<file path="src/rtl/usr_access_gate.sv">
// usr_access_gate: user-ID access check that queues each grant decision together with its (masked) data.
module usr_access_gate #(
  parameter int DATA_W = 8,
  parameter int ID_W = 3,
  parameter int DEPTH = 4,
  parameter logic [2**ID_W-1:0] DEFAULT_MASK = 8'h10,
  parameter int CNT_W = 8
) (
  input  logic              clk,
  input  logic              rst_n,
  input  logic              req_valid,
  output logic              req_ready,
  input  logic [ID_W-1:0]   req_id,
  input  logic [DATA_W-1:0] req_data,
  input  logic              cfg_we,
  input  logic [2**ID_W-1:0] cfg_mask,
  input  logic              cfg_lock,
  output logic              locked,
  output logic              out_valid,
  input  logic              out_ready,
  output logic [ID_W-1:0]   out_id,
  output logic [DATA_W-1:0] out_data,
  output logic              out_grant,
  output logic [CNT_W-1:0]  viol_cnt,
  output logic              viol_flag
);
  localparam int MW = 2**ID_W;
  localparam int PW = $clog2(DEPTH);
  localparam int EW = ID_W + DATA_W + 1;
  logic [MW-1:0] mask_q, mask_d;
  logic locked_q, locked_d;
  logic [EW-1:0] mem_q [DEPTH];
  logic [PW-1:0] rd_ptr_q, wr_ptr_q;
  logic [PW:0] count_q, count_d;
  logic [CNT_W-1:0] viol_cnt_q, viol_cnt_d;
  logic viol_flag_q, viol_flag_d;
  logic push, pop, grant, cfg_viol, deny_viol;
  logic [CNT_W:0] viol_sum;
  logic [EW-1:0] head, entry;
  assign req_ready = count_q != (PW+1)'(DEPTH);
  assign out_valid = count_q != '0;
  assign push = req_valid && req_ready;
  assign pop = out_valid && out_ready;
  // Decision uses the mask registered before this edge; same-cycle cfg writes apply later.
  assign grant = mask_q[req_id];
  assign entry = {req_id, grant ? req_data : {DATA_W{1'b0}}, grant};
  assign head = out_valid ? mem_q[rd_ptr_q] : '0;
  assign {out_id, out_data, out_grant} = head;
  assign locked = locked_q;
  assign viol_cnt = viol_cnt_q;
  assign viol_flag = viol_flag_q;
  always_comb begin
    cfg_viol = cfg_we && locked_q;
    deny_viol = push && !grant;
    mask_d = (cfg_we && !locked_q) ? cfg_mask : mask_q;
    locked_d = (cfg_we && !locked_q) ? cfg_lock : locked_q;
    count_d = count_q + (PW+1)'(push) - (PW+1)'(pop);
    viol_sum = {1'b0, viol_cnt_q} + (CNT_W+1)'(cfg_viol) + (CNT_W+1)'(deny_viol);
    viol_cnt_d = viol_sum[CNT_W] ? {CNT_W{1'b1}} : viol_sum[CNT_W-1:0];
    viol_flag_d = viol_flag_q || cfg_viol || deny_viol;
  end
  always_ff @(posedge clk) begin
    if (!rst_n) begin
      mask_q <= DEFAULT_MASK;
      locked_q <= 1'b0;
      rd_ptr_q <= '0;
      wr_ptr_q <= '0;
      count_q <= '0;
      viol_cnt_q <= '0;
      viol_flag_q <= 1'b0;
    end else begin
      mask_q <= mask_d;
      locked_q <= locked_d;
      count_q <= count_d;
      viol_cnt_q <= viol_cnt_d;
      viol_flag_q <= viol_flag_d;
      if (push) begin
        mem_q[wr_ptr_q] <= entry;
        wr_ptr_q <= wr_ptr_q + 1'b1;
      end
      if (pop) rd_ptr_q <= rd_ptr_q + 1'b1;
    end
  end
endmodule

</file>
<file path="config.mk">
export PLATFORM = sky130hd
export DESIGN_NAME = usr_access_gate
export DESIGN_NICKNAME = d
export VERILOG_FILES = /design/src/rtl/usr_access_gate.sv
export SDC_FILE = /design/constraint.sdc
export NUM_CORES = 1
export LEC_CHECK = 0
export BUFFER_PORTS_ARGS = -buffer_cell sky130_fd_sc_hd__buf_2
export CORE_MARGIN = 2
export CORE_UTILIZATION = 56
export DETAILED_ROUTE_END_ITERATION = 7
export GPL_ROUTABILITY_DRIVEN = 0
export PLACE_DENSITY = 0.79
export SYNTH_ARGS = -nofsm -noshare
export SYNTH_HDL_FRONTEND = slang
export SYNTH_SLANG_ARGS = --single-unit
</file>
<file path="constraint.sdc">
create_clock -name clk -period 2.8 [get_ports clk]
set_input_delay 0.14 -clock clk [delete_from_list [all_inputs] [get_ports clk]]
set_output_delay 0.14 -clock clk [all_outputs]
set_load 0.005 [all_outputs]
</file>
Word-level counts from Yosys, hierarchy flattened
Memories as Yosys holds them, arrays and structs flattened. A register that Yosys moved wholly into a read port is not among the register bits.
Cells that the tools add are included.
- register bits: 25
- bits in writable memories: 48
- output and inout bits: 24
- word-level logic and storage cells: 36
- memories: 1
- add/subtract/negate cells: 6
- $lt $le $gt $ge: 1
- eq/ne operators: 1
- muxes and demuxes: 10
- reduce and logical (&&, ||, !) cells: 10
- memories (memory ; depth ; bits a word ; read ports ; clocked after Yosys merged registers in ; wr ports ; line ; text):
    mem_q ; 4 ; 12 ; 1 ; 1 ; 1 ; 32 ; logic [EW-1:0] mem_q [DEPTH];
- operators with widths (cell ; count):
    8-bit two-way mux ; 2
    12-bit two-way mux ; 1
    8-bit by 1-bit adder with 9-bit output ; 1
    9-bit by 1-bit adder with 9-bit output ; 1
    1-bit logical AND ; 5
    2-bit by 1-bit adder with 2-bit output (second input constant) ; 2
    3-bit by 4-bit < comparator with 1-bit output (second input constant) ; 1
    1-bit two-way mux ; 4
    2-bit two-way mux ; 2
    3-bit by 1-bit adder with 3-bit output ; 1
    1-bit binary-select mux with 3-bit select ; 1
    3-bit inequality test (second input constant) ; 1
    3-bit nonzero test ; 1
    3-bit by 1-bit subtractor with 3-bit output ; 1
    1-bit logical NOT ; 2
    1-bit logical OR ; 2

Logic depth before layout (Yosys ltp)
Gate-level depths: netlist of run 1.
- depth in word-level cells: 6
- gate-level depth with buffers: 11
- mapped depth without buffers: 10

Worst setup path before layout of run 1
Ideal clock, no wire load.
- kind: reg2reg
- from: register count_q[2]
- to: register count_q[2]
- data arrival time: 2.158 ns
- slack: 0.527 ns
- cell stages (with the launch flop): 10
- buffers on the path: 0
- path through: dfxtp_1 or3_1 and2_1 ha_1 inv_1 ha_1 fa_1 xor2_1 xnor2_1 and2_1
- elaborated cells between the ends (all ways): 6
- classes of those cells: add/sub: 2; eq/ne: 1; reduce/logical: 3
- RTL lines (item ; line ; text):
    from (decl) ; 34 ; logic [PW:0] count_q, count_d;
    from (signal assigned) ; 74 ; count_q <= count_d;
    3-bit nonzero test ; 41 ; assign out_valid = count_q != '0;
    1-bit logical AND ; 43 ; assign pop = out_valid && out_ready;
    net pop ; 37 ; logic push, pop, grant, cfg_viol, deny_viol;
    3-bit by 1-bit subtractor with 3-bit output ; 57 ; count_d = count_q + (PW+1)'(push) - (PW+1)'(pop);
The timed path passes the listed nets, and every way through them passes these cells.
A chain may end at the register's enable or synchronous reset.

Worst setup path after layout of run 1
- from: register count_q[2]
- to: register viol_cnt_q[1] (netlist: viol_cnt[1])
- cells in the longest elaborated chain, start to end: 5
- ends and longest elaborated chain (item ; line ; text):
    3-bit inequality test ; 40 ; assign req_ready = count_q != (PW+1)'(DEPTH);
    1-bit logical AND ; 42 ; assign push = req_valid && req_ready;
    1-bit logical AND ; 54 ; deny_viol = push && !grant;
    9-bit by 1-bit adder with 9-bit output ; 58 ; viol_sum = {1'b0, viol_cnt_q} + (CNT_W+1)'(cfg_viol) + (CNT_W+1)'(deny_viol);
    8-bit two-way mux ; 59 ; viol_cnt_d = viol_sum[CNT_W] ? {CNT_W{1'b1}} : viol_sum[CNT_W-1:0];
    to (signal assigned) ; 75 ; viol_cnt_q <= viol_cnt_d;
    to (decl) ; 35 ; logic [CNT_W-1:0] viol_cnt_q, viol_cnt_d;
No other way between the ends.

==> results of run 1 <==
==> stage by stage <==
stage | utilization, % | total power, mW
3_3_place_gp | 63.2 | 2.05
6_report | 66.0 | 2.69
3_5_place_dp | 63.2 | 2.07
2_1_floorplan | - | 1.84
4_1_cts | 66.0 | 2.73
5_1_grt | 66.0 | 2.85
==> worst max-delay path, stage by stage (launching register included) <==
cell      delay, ns
dfxtp_1        0.36
or3b_1         0.37
and2_4         0.20
clkinv_4       0.05
nor2_1         0.04
fa_1           0.46
and4_1         0.26
and2_1         0.19
nand4_1        0.15
a21boi_0       0.11
==> metal layers <==
metal | vias up | GRT usage (%) | routed length (um) | share of wire (%)
li1 | 901 | - | - | -
met2 | 49 | 29.7 | 2490 | 49
met3 | 12 | 3.98 | 213 | 4.2
met1 | 879 | 22.1 | 2250 | 44
met5 | - | 0 | 0 | 0
met4 | 0 | 11.9 | 141 | 2.8
==> power groups by stage <==
stage	registers [mW]	logic (mW)	clock network (mW)
global route	1.35	0.774	0.725
global placement	1.36	0.683	0
floorplan	1.35	0.486	0
finish	1.34	0.685	0.667
CTS	1.34	0.703	0.683
detailed placement	1.37	0.700	0
==> flip-flops by register name (all words and copies together), names as in the netlist, named ones only <==
signal / flops
rd_ptr_q: 2
mem_q: 48
locked: 1
mask_q: 8
wr_ptr_q: 2
viol_cnt: 8
count_q: 3
viol_flag: 1
==> worst min path at each step <==
stage	slack, ns	cells past startpoint	startpoint	to
2_1_floorplan	0.24	0	req_id[1]	mem_q[0][10]$_DFFE_PP_
3_3_place_gp	0.36	3	cfg_mask[4]	mask_q[4]$_SDFFE_PN1P_
3_5_place_dp	0.37	3	cfg_mask[4]	mask_q[4]$_SDFFE_PN1P_
4_1_cts	0.01	3	cfg_mask[4]	mask_q[4]$_SDFFE_PN1P_
5_1_grt	0.04	3	cfg_mask[4]	mask_q[4]$_SDFFE_PN1P_
6_report	0.04	3	cfg_mask[4]	mask_q[4]$_SDFFE_PN1P_
==> cells in the mapped netlist <==
cell	instances
nor2b_1	6
nand3b_1	2
xor2_1	2
a21boi_1	1
clkinv_4	1
clkbuf_1	6
nand3_1	7
o211a_1	2
o21ai_2	1
and2_1	21
and2_4	8
and3_1	5
a2111oi_0	1
mux2i_1	3
or3b_1	1
and4_1	1
nand4_1	1
nor2_1	1
fa_1	2
a21oi_1	2
dfxtp_1	27
ha_1	6
buf_1	1
buf_6	2
a31oi_1	1
nand2_1	21
a21boi_0	11
a21o_1	1
inv_1	7
mux4_2	12
or3_1	1
and4b_1	1
nand2b_1	1
xnor2_1	5
o21ai_0	2
buf_4	1
edfxtp_1	48
==> logic make-up after synthesis <==
| logic type | count (synthesis) |
|---|---|
| DFF | 75 |
| AOI/OAI and AO/OA | 22 |
| buffers and inverters | 18 |
| and+or+nand+nor | 77 |
| xor gates and xnor gates | 7 |
| adders and majority gates | 8 |
| muxes | 15 |
==> area by class of cell <==
| type | instances | area, sq um |
|---|---|---|
| Clock buffer | 12 | 135 |
| Sequential cell | 75 | 1980 |
| Timing Repair Buffer | 51 | 263 |
| Multi-Input combinational cell | 129 | 1090 |
| Fill cell | 421 | 1860 |
| Tap cell | 72 | 90.1 |
| Inverter | 8 | 35.0 |
| Clock inverter | 4 | 18.8 |
==> qor.csv, run 1 <==
stage;metric;value;unit
synthesis;synth_top_area_share;45.6;%
route;dr_total_vias;1841;
synthesis;synthMuxAreaShare;9.50;%
timing;clock_skew;0.00651;ns
route;remaining_drc_errors;0;
timing;fin_setup_tns;0;ns
floorplanning;fp.dieW;79.1;um
timing;timing.fmax;432;MHz
timing;finalSetupViolCount;0;
synthesis;syn_avg_cell_area;14.2;sq um
global_routing;grt_max_degree;32;
cts;clock-sinks;75;
final_layout;diodes;0;
critical_path;crit_start;count_q[2]$_SDFF_PN0_;
floorplanning;design.die.area;6260;sq um
place;portBuffers;48;
route;wire_per_inst;14.5;um
route;drt_iter0_drc;100;
final_layout;final_cell_mix;48 x buf_2, 48 x edfxtp_1, 27 x dfxtp_1;
cts;clkTransAtPathRegs;0.07;ns
cts;clock_latency;0.34;ns
synthesis;ys_seq_area_share;62.7;%
cts;cts_tree;yes;
final_layout;finalInstanceArea;3610;sq um
critical_path;crit_arrival;2.53;ns
global_routing;grt_use_total;18.3;%
power;p_sw_share;26.7;%
floorplanning;rows;27;
synthesis;synth_compound_area_share;5.11;%
final_layout;area_growth;14.3;%
cts;postCtsSetupBuffers;0;
timing;post-route-period-util;82.7;%
synthesis;syn-cell-area;3160;sq um
place;dp.final_hpwl;3.38;mm
timing;slew_violations;0;
critical_path;cp_data_required_time;3.01;ns
hold_path;hp-class;in2reg;
synthesis;syn_nets;255;
synthesis;synth_fa_ha_area_share;3.64;%
final_layout;final_cells;351;
floorplanning;core_area;5470;sq um
synthesis;synth.distinct_cells;37;
route;dr.pass1.iters;4;
synthesis;netlist_instances;222;
timing;rsz0062_at_grt;false;
synthesis;synth_top_family_by_area;simple AND/OR/NAND/NOR gates;
critical_path;critPathKind;reg2reg;
synthesis;synth_top_cell_by_area;edfxtp_1;
global_routing;overflow;0;
place;dp_cells;335;
critical_path;cp_max_fo;8;
timing;maxSlewHeadroom;58.6;%
critical_path;r2r_cells;9;
floorplanning;ioPinCount;49;
cts;numCtsBuffers;9;
final_layout;num-nets-final;307;
power;comb_power_share;25.4;%
synthesis;yosys_warnings;0;
cts;cts-root-buf;clkbuf_8;
final_layout;drive_gt1_share;30.5;%
timing;fin_ws;0.484;ns
place;dpl-instance-area;3460;sq um
cts;htree_levels;3;
power;vdd_drop_max;365;uV
critical_path;cp-start-kind;flop;
route;vias_per_cell;5.25;
synthesis;synth_xor_xnor_area_share;1.94;%
timing;min_period;2.32;ns
power;pwr-share-seq;49.8;%
synthesis;synth_seq_cells;75;
power;internal_power;1.97;mW
power;leakage;1.42;nW
critical_path;r2r_start;count_q[2]$_SDFF_PN0_;
route;ant_nets;0;
global_routing;grt_pass1_vias;1740;
critical_path;critPathCaptureType;flop;
synthesis;synth_top_cells_by_area;edfxtp_1 46%, dfxtp_1 17%, mux4_2 8.6%, and2_1 4.2%, a21boi_0 2.6%;
timing;hold_viol;0;
power;pwr-share-clk;24.8;%
floorplanning;initial_utilization;57.8;%
global_routing;grt_pass1_wl;8.28;mm
status;status;complete, no violations;
timing;worstMarginPinSlew;0.621;ns
cts;cts_buffer_depth;2;
place;dp_slack;0.446;ns
power;p_sw;0.719;mW
critical_path;endpoint;viol_cnt[1]$_SDFF_PN0_;
cts;cts_hold_buffers;0;
job;drv_cap;0;
route;finalWirelength;5.10;mm
global_routing;antenna_found_initial;0;
critical_path;r2r-end;viol_cnt[1]$_SDFF_PN0_;
power;p_per_area;746;nW/um^2
critical_path;r2r_setup_slack;0.48;ns
synthesis;synth-simple-area-share;14.2;%
timing;holdWs;0.0360;ns
cts;post_cts_resized;0;
floorplanning;dieHeight;79.1;um
No activity file was read; power rests on OpenSTA's default activity.
==> run 2, diff against run 1 <==
- CORE_UTILIZATION: 56 -> 50
- PLACE_DENSITY: 0.79 -> 0.74
- clock period: 2.8 -> 1.97 ns (I/O delays scaled with it)
==> qor.csv, run 2 (synthesis gave the netlist of run 1 again) <==
stage;metric;value;unit
status;status;complete, but fails checks;
status;violations;negative setup slack;
route;drt_iter0_drc;58;
final_layout;largest_reg_flops;48;
critical_path;critPathCaptureType;flop;
floorplanning;core_area;6030;sq um
floorplanning;rows;28;
power;p_per_area;1090;nW/um^2
floorplanning;fp.dieW;83.5;um
final_layout;drive_gt1_share;42.9;%
route;dr_total_vias;1981;
timing;min_period;2.14;ns
final_layout;area_growth;29.3;%
critical_path;slowest_stage;or3_4;
critical_path;crit_chain;or3_4 -> and2_4 -> ha_4 -> inv_2 -> ha_4 -> fa_2 -> xor2_1 -> xnor2_1 -> and2_1;
final_layout;final_cells;387;
cts;cts-root-buf;clkbuf_8;
cts;numCtsBuffers;9;
floorplanning;initial_utilization;52.5;%
timing;worstMarginPinSlew;0.506;ns
critical_path;cp_data_required_time;2.21;ns
timing;fin_ws;-0.171;ns
power;leakage;1.64;nW
final_layout;final_cell_mix;48 x buf_2, 48 x edfxtp_1, 25 x buf_4;
timing;rsz0062_at_grt;true;
critical_path;critPathKind;reg2reg;
critical_path;crit_arrival;2.38;ns
global_routing;grt_max_degree;25;
route;ant_nets;0;
route;vias_per_cell;5.12;
place;portBuffers;48;
final_layout;top_register;mem_q;
floorplanning;dieHeight;83.5;um
timing;maxSlewHeadroom;66.2;%
job;drv_cap;0;
timing;slew_violations;0;
route;finalWirelength;5.61;mm
place;dp_cells;357;
cts;htree_levels;3;
final_layout;fin_util;67.8;%
route;wire_per_inst;14.5;um
place;dpl-instance-area;3660;sq um
critical_path;crit_top_cell;ha_4;
place;dp.final_hpwl;3.65;mm
floorplanning;ioPinCount;49;
hold_path;hp-class;in2reg;
critical_path;slowest_delay;0.38;ns
timing;clock_skew;0.00849;ns
global_routing;grt_use_total;17.4;%
cts;clock_latency;0.34;ns
global_routing;overflow;0;
timing;hold_viol;0;
route;dr.pass1.iters;4;
final_layout;finalInstanceArea;4090;sq um
critical_path;cp-start-kind;flop;
global_routing;antenna_found_initial;0;
critical_path;cp_max_fo;3;
timing;finalSetupViolCount;9;
final_layout;num-nets-final;340;
final_layout;diodes;0;
cts;cts_tree;yes;
timing;post-route-period-util;109;%
cts;cts_buffer_depth;2;
timing;timing.fmax;467;MHz
power;vdd_drop_max;650;uV
cts;clkTransAtPathRegs;0.08;ns
cts;clock-sinks;75;
global_routing;grt_pass1_wl;9.35;mm
final_layout;fillers;450;
global_routing;grt_pass1_vias;2024;
floorplanning;design.die.area;6970;sq um
timing;holdWs;0.0640;ns
route;remaining_drc_errors;0;
run 2: path summary, 6_finish.rpt:
| check | startpoint | end | slack [ns] | cells past startpoint |
|---|---|---|---|---|
| max reg2reg | count_q[0]$_SDFF_PN0_ | count_q[2]$_SDFF_PN0_ | -0.17 | 9 |
| max | count_q[0]$_SDFF_PN0_ | count_q[2]$_SDFF_PN0_ | -0.17 | 9 |
| min | cfg_we | locked$_SDFFE_PN0P_ | 0.06 | 3 |
| min reg2reg | mask_q[7]$_SDFFE_PN0P_ | mask_q[7]$_SDFFE_PN0P_ | 0.46 | 2 |
run 2: where the power goes:
part / switching, mW / leakage (nW) / internal [mW]
combinational: 0.520 / 0.852 / 0.676
sequential: 0.0669 / 0.664 / 1.83
clock: 0.547 / 0.119 / 0.838
total: 1.13 / 1.64 / 3.34
run 2: through the flow:
stage	setup TNS, ns	total power [mW]	worst slack [ns]
floorplan	-1.15	2.66	-0.208
global placement	-0.710	3.04	-0.185
detailed placement	-1.33	3.07	-0.226
CTS	-0.613	4.51	-0.195
global route	-1.72	4.71	-0.237
finish	-0.784	4.48	-0.171
run 2: timing repair:
action / CTS / global route
buffers inserted: 2 / 3
pin swaps: 6 / 4
resized for setup: 11 / 2
setup endpoints to repair: 10 / 10
endpoints found under the hold margin: 9 / 0
hold buffers: 9 / 0
run 2: critical path, delay by kind of cell, from the launching register on:
kind                     cells  cell delay, ns
AND/OR/NAND/NOR              3            0.68
buffers and inverters        1            0.04
XOR/XNOR                     2            0.27
adder cells (fa/ha/maj)      3            0.72
flip-flops                   1            0.33
run 2: layout make-up:
class                   count  area (sq um)  area share (%)
flip-flops and latches     75          1990            48.6
inverters                   8          35.0           0.857
clock inverters             7           116            2.85
repair buffers             84           549            13.4
clock buffers               9           124            3.03
multi-input cells         129          1180            29.0
well taps                  75          93.8            2.30
run 2: per-layer routing:
metal / up-vias / wire, um / global-route usage [%] / part of all wire, %
met5: - / 0 / 0 / 0
li1: 971 / - / - / -
met4: 0 / 124 / 8.94 / 2.2
met2: 49 / 2770 / 29.5 / 49
met3: 10 / 198 / 3.46 / 3.5
met1: 951 / 2520 / 21.2 / 45
==> run 3, diff against run 2 <==
- MAX_ROUTING_LAYER: not set -> met4
==> qor.csv, run 3 (synthesis gave the netlist of run 1 again) <==
stage;metric;value;unit
route;wire_per_inst;14.6;um
status;status;complete, but fails checks;
power;p_per_area;1100;nW/um^2
timing;clock_skew;0.0101;ns
final_layout;top_register;mem_q;
global_routing;overflow;0;
final_layout;largest_reg_flops;48;
global_routing;grt_use_total;17.9;%
floorplanning;core_area;6030;sq um
route;drt_iter0_drc;71;
critical_path;cp-start-kind;flop;
global_routing;grt_max_degree;25;
floorplanning;initial_utilization;52.5;%
power;finalPower;4.48;mW
place;portBuffers;48;
critical_path;cp_data_required_time;2.21;ns
timing;maxSlewHeadroom;66.2;%
hold_path;hp-class;in2reg;
floorplanning;design.die.area;6970;sq um
timing;hold_viol;0;
route;dr.pass1.iters;4;
critical_path;critPathCaptureType;flop;
cts;clock-sinks;75;
status;violations;negative setup slack;
timing;timing.fmax;467;MHz
final_layout;diodes;0;
floorplanning;ioPinCount;49;
critical_path;r2r_start;count_q[0]$_SDFF_PN0_;
place;dp_cells;357;
power;leakage;1.64;nW
hold_path;min_from;cfg_we;
critical_path;crit_start;count_q[0]$_SDFF_PN0_;
route;vias_per_cell;5.11;
cts;clkTransAtPathRegs;0.07;ns
floorplanning;rows;28;
cts;cts_buffer_depth;2;
final_layout;final_cell_mix;48 x buf_2, 48 x edfxtp_1, 25 x buf_4;
final_layout;area_growth;29.3;%
cts;cts_tree;yes;
final_layout;num-nets-final;340;
critical_path;r2r_setup_slack;-0.17;ns
critical_path;critPathKind;reg2reg;
final_layout;final_cells;387;
power;vdd_drop_max;649;uV
critical_path;cp_max_fo;3;
floorplanning;dieHeight;83.5;um
global_routing;grt_pass1_vias;2030;
place;dp.final_hpwl;3.65;mm
job;drv_cap;0;
timing;fin_ws;-0.171;ns
place;dpl-instance-area;3660;sq um
cts;htree_levels;3;
timing;rsz0062_at_grt;true;
route;dr_total_vias;1977;
cts;clock_latency;0.35;ns
critical_path;crit_arrival;2.39;ns
route;finalWirelength;5.64;mm
route;ant_nets;0;
timing;post-route-period-util;109;%
global_routing;antenna_found_initial;0;
cts;numCtsBuffers;9;
cts;cts-root-buf;clkbuf_8;
timing;min_period;2.14;ns
floorplanning;fp.dieW;83.5;um
route;remaining_drc_errors;0;
global_routing;grt_pass1_wl;9.35;mm
timing;finalSetupViolCount;9;
final_layout;drive_gt1_share;42.9;%
timing;worstMarginPinSlew;0.506;ns
timing;slew_violations;0;
final_layout;finalInstanceArea;4090;sq um
[run 3: final cells by class]
type | count | area [sq um]
Inverter | 8 | 35.0
Multi-Input combinational cell | 129 | 1180
Clock inverter | 7 | 116
Tap cell | 75 | 93.8
Clock buffer | 9 | 124
Sequential cell | 75 | 1990
Fill cell | 450 | 1940
Timing Repair Buffer | 84 | 549
[run 3: per-layer routing]
| layer | GRT usage (%) | up-vias | part of all wire, % |
|---|---|---|---|
| met5 | - | - | 0 |
| met4 | 8.94 | 0 | 1.4 |
| met3 | 3.46 | 6 | 3.8 |
| met2 | 29.6 | 48 | 50 |
| met1 | 21.0 | 952 | 45 |
| li1 | - | 971 | - |
[run 3: metrics by stage]
step	util, %	hold WS (ns)	setup TNS, ns	setup WS, ns
finish	67.8	0.0545	-0.775	-0.171
global route	67.8	0.0654	-1.72	-0.237
CTS	67.4	0.0425	-0.613	-0.195
detailed placement	60.8	0.318	-1.33	-0.226
global placement	60.8	0.314	-0.710	-0.185
floorplan	-	0.197	-1.15	-0.208
[run 3: repair_timing]
item / CTS / global route
buffers inserted: 2 / 3
gates resized for setup: 11 / 2
pin swaps: 6 / 4
hold endpoints to repair: 9 / 0
setup endpoints to repair: 10 / 10
hold buffers: 9 / 0
[run 3: power by group]
part | internal (mW) | switching (mW) | total [mW]
registers | 1.83 | 0.0668 | 1.89
logic | 0.676 | 0.520 | 1.20
clock network | 0.838 | 0.553 | 1.39
[run 3: worst paths after layout]
check	cells after the start	to
setup reg to reg	9	count_q[2]$_SDFF_PN0_
setup / recovery	9	count_q[2]$_SDFF_PN0_
hold reg to reg	2	mask_q[7]$_SDFFE_PN0P_
hold / removal	3	locked$_SDFFE_PN0P_
[run 3: critical path: stages, from the launching register on]
cell,delay (ns)
dfxtp_2,0.33
or3_4,0.38
and2_4,0.16
ha_4,0.26
inv_2,0.04
ha_4,0.14
fa_2,0.32
xor2_1,0.15
xnor2_1,0.12
and2_1,0.14
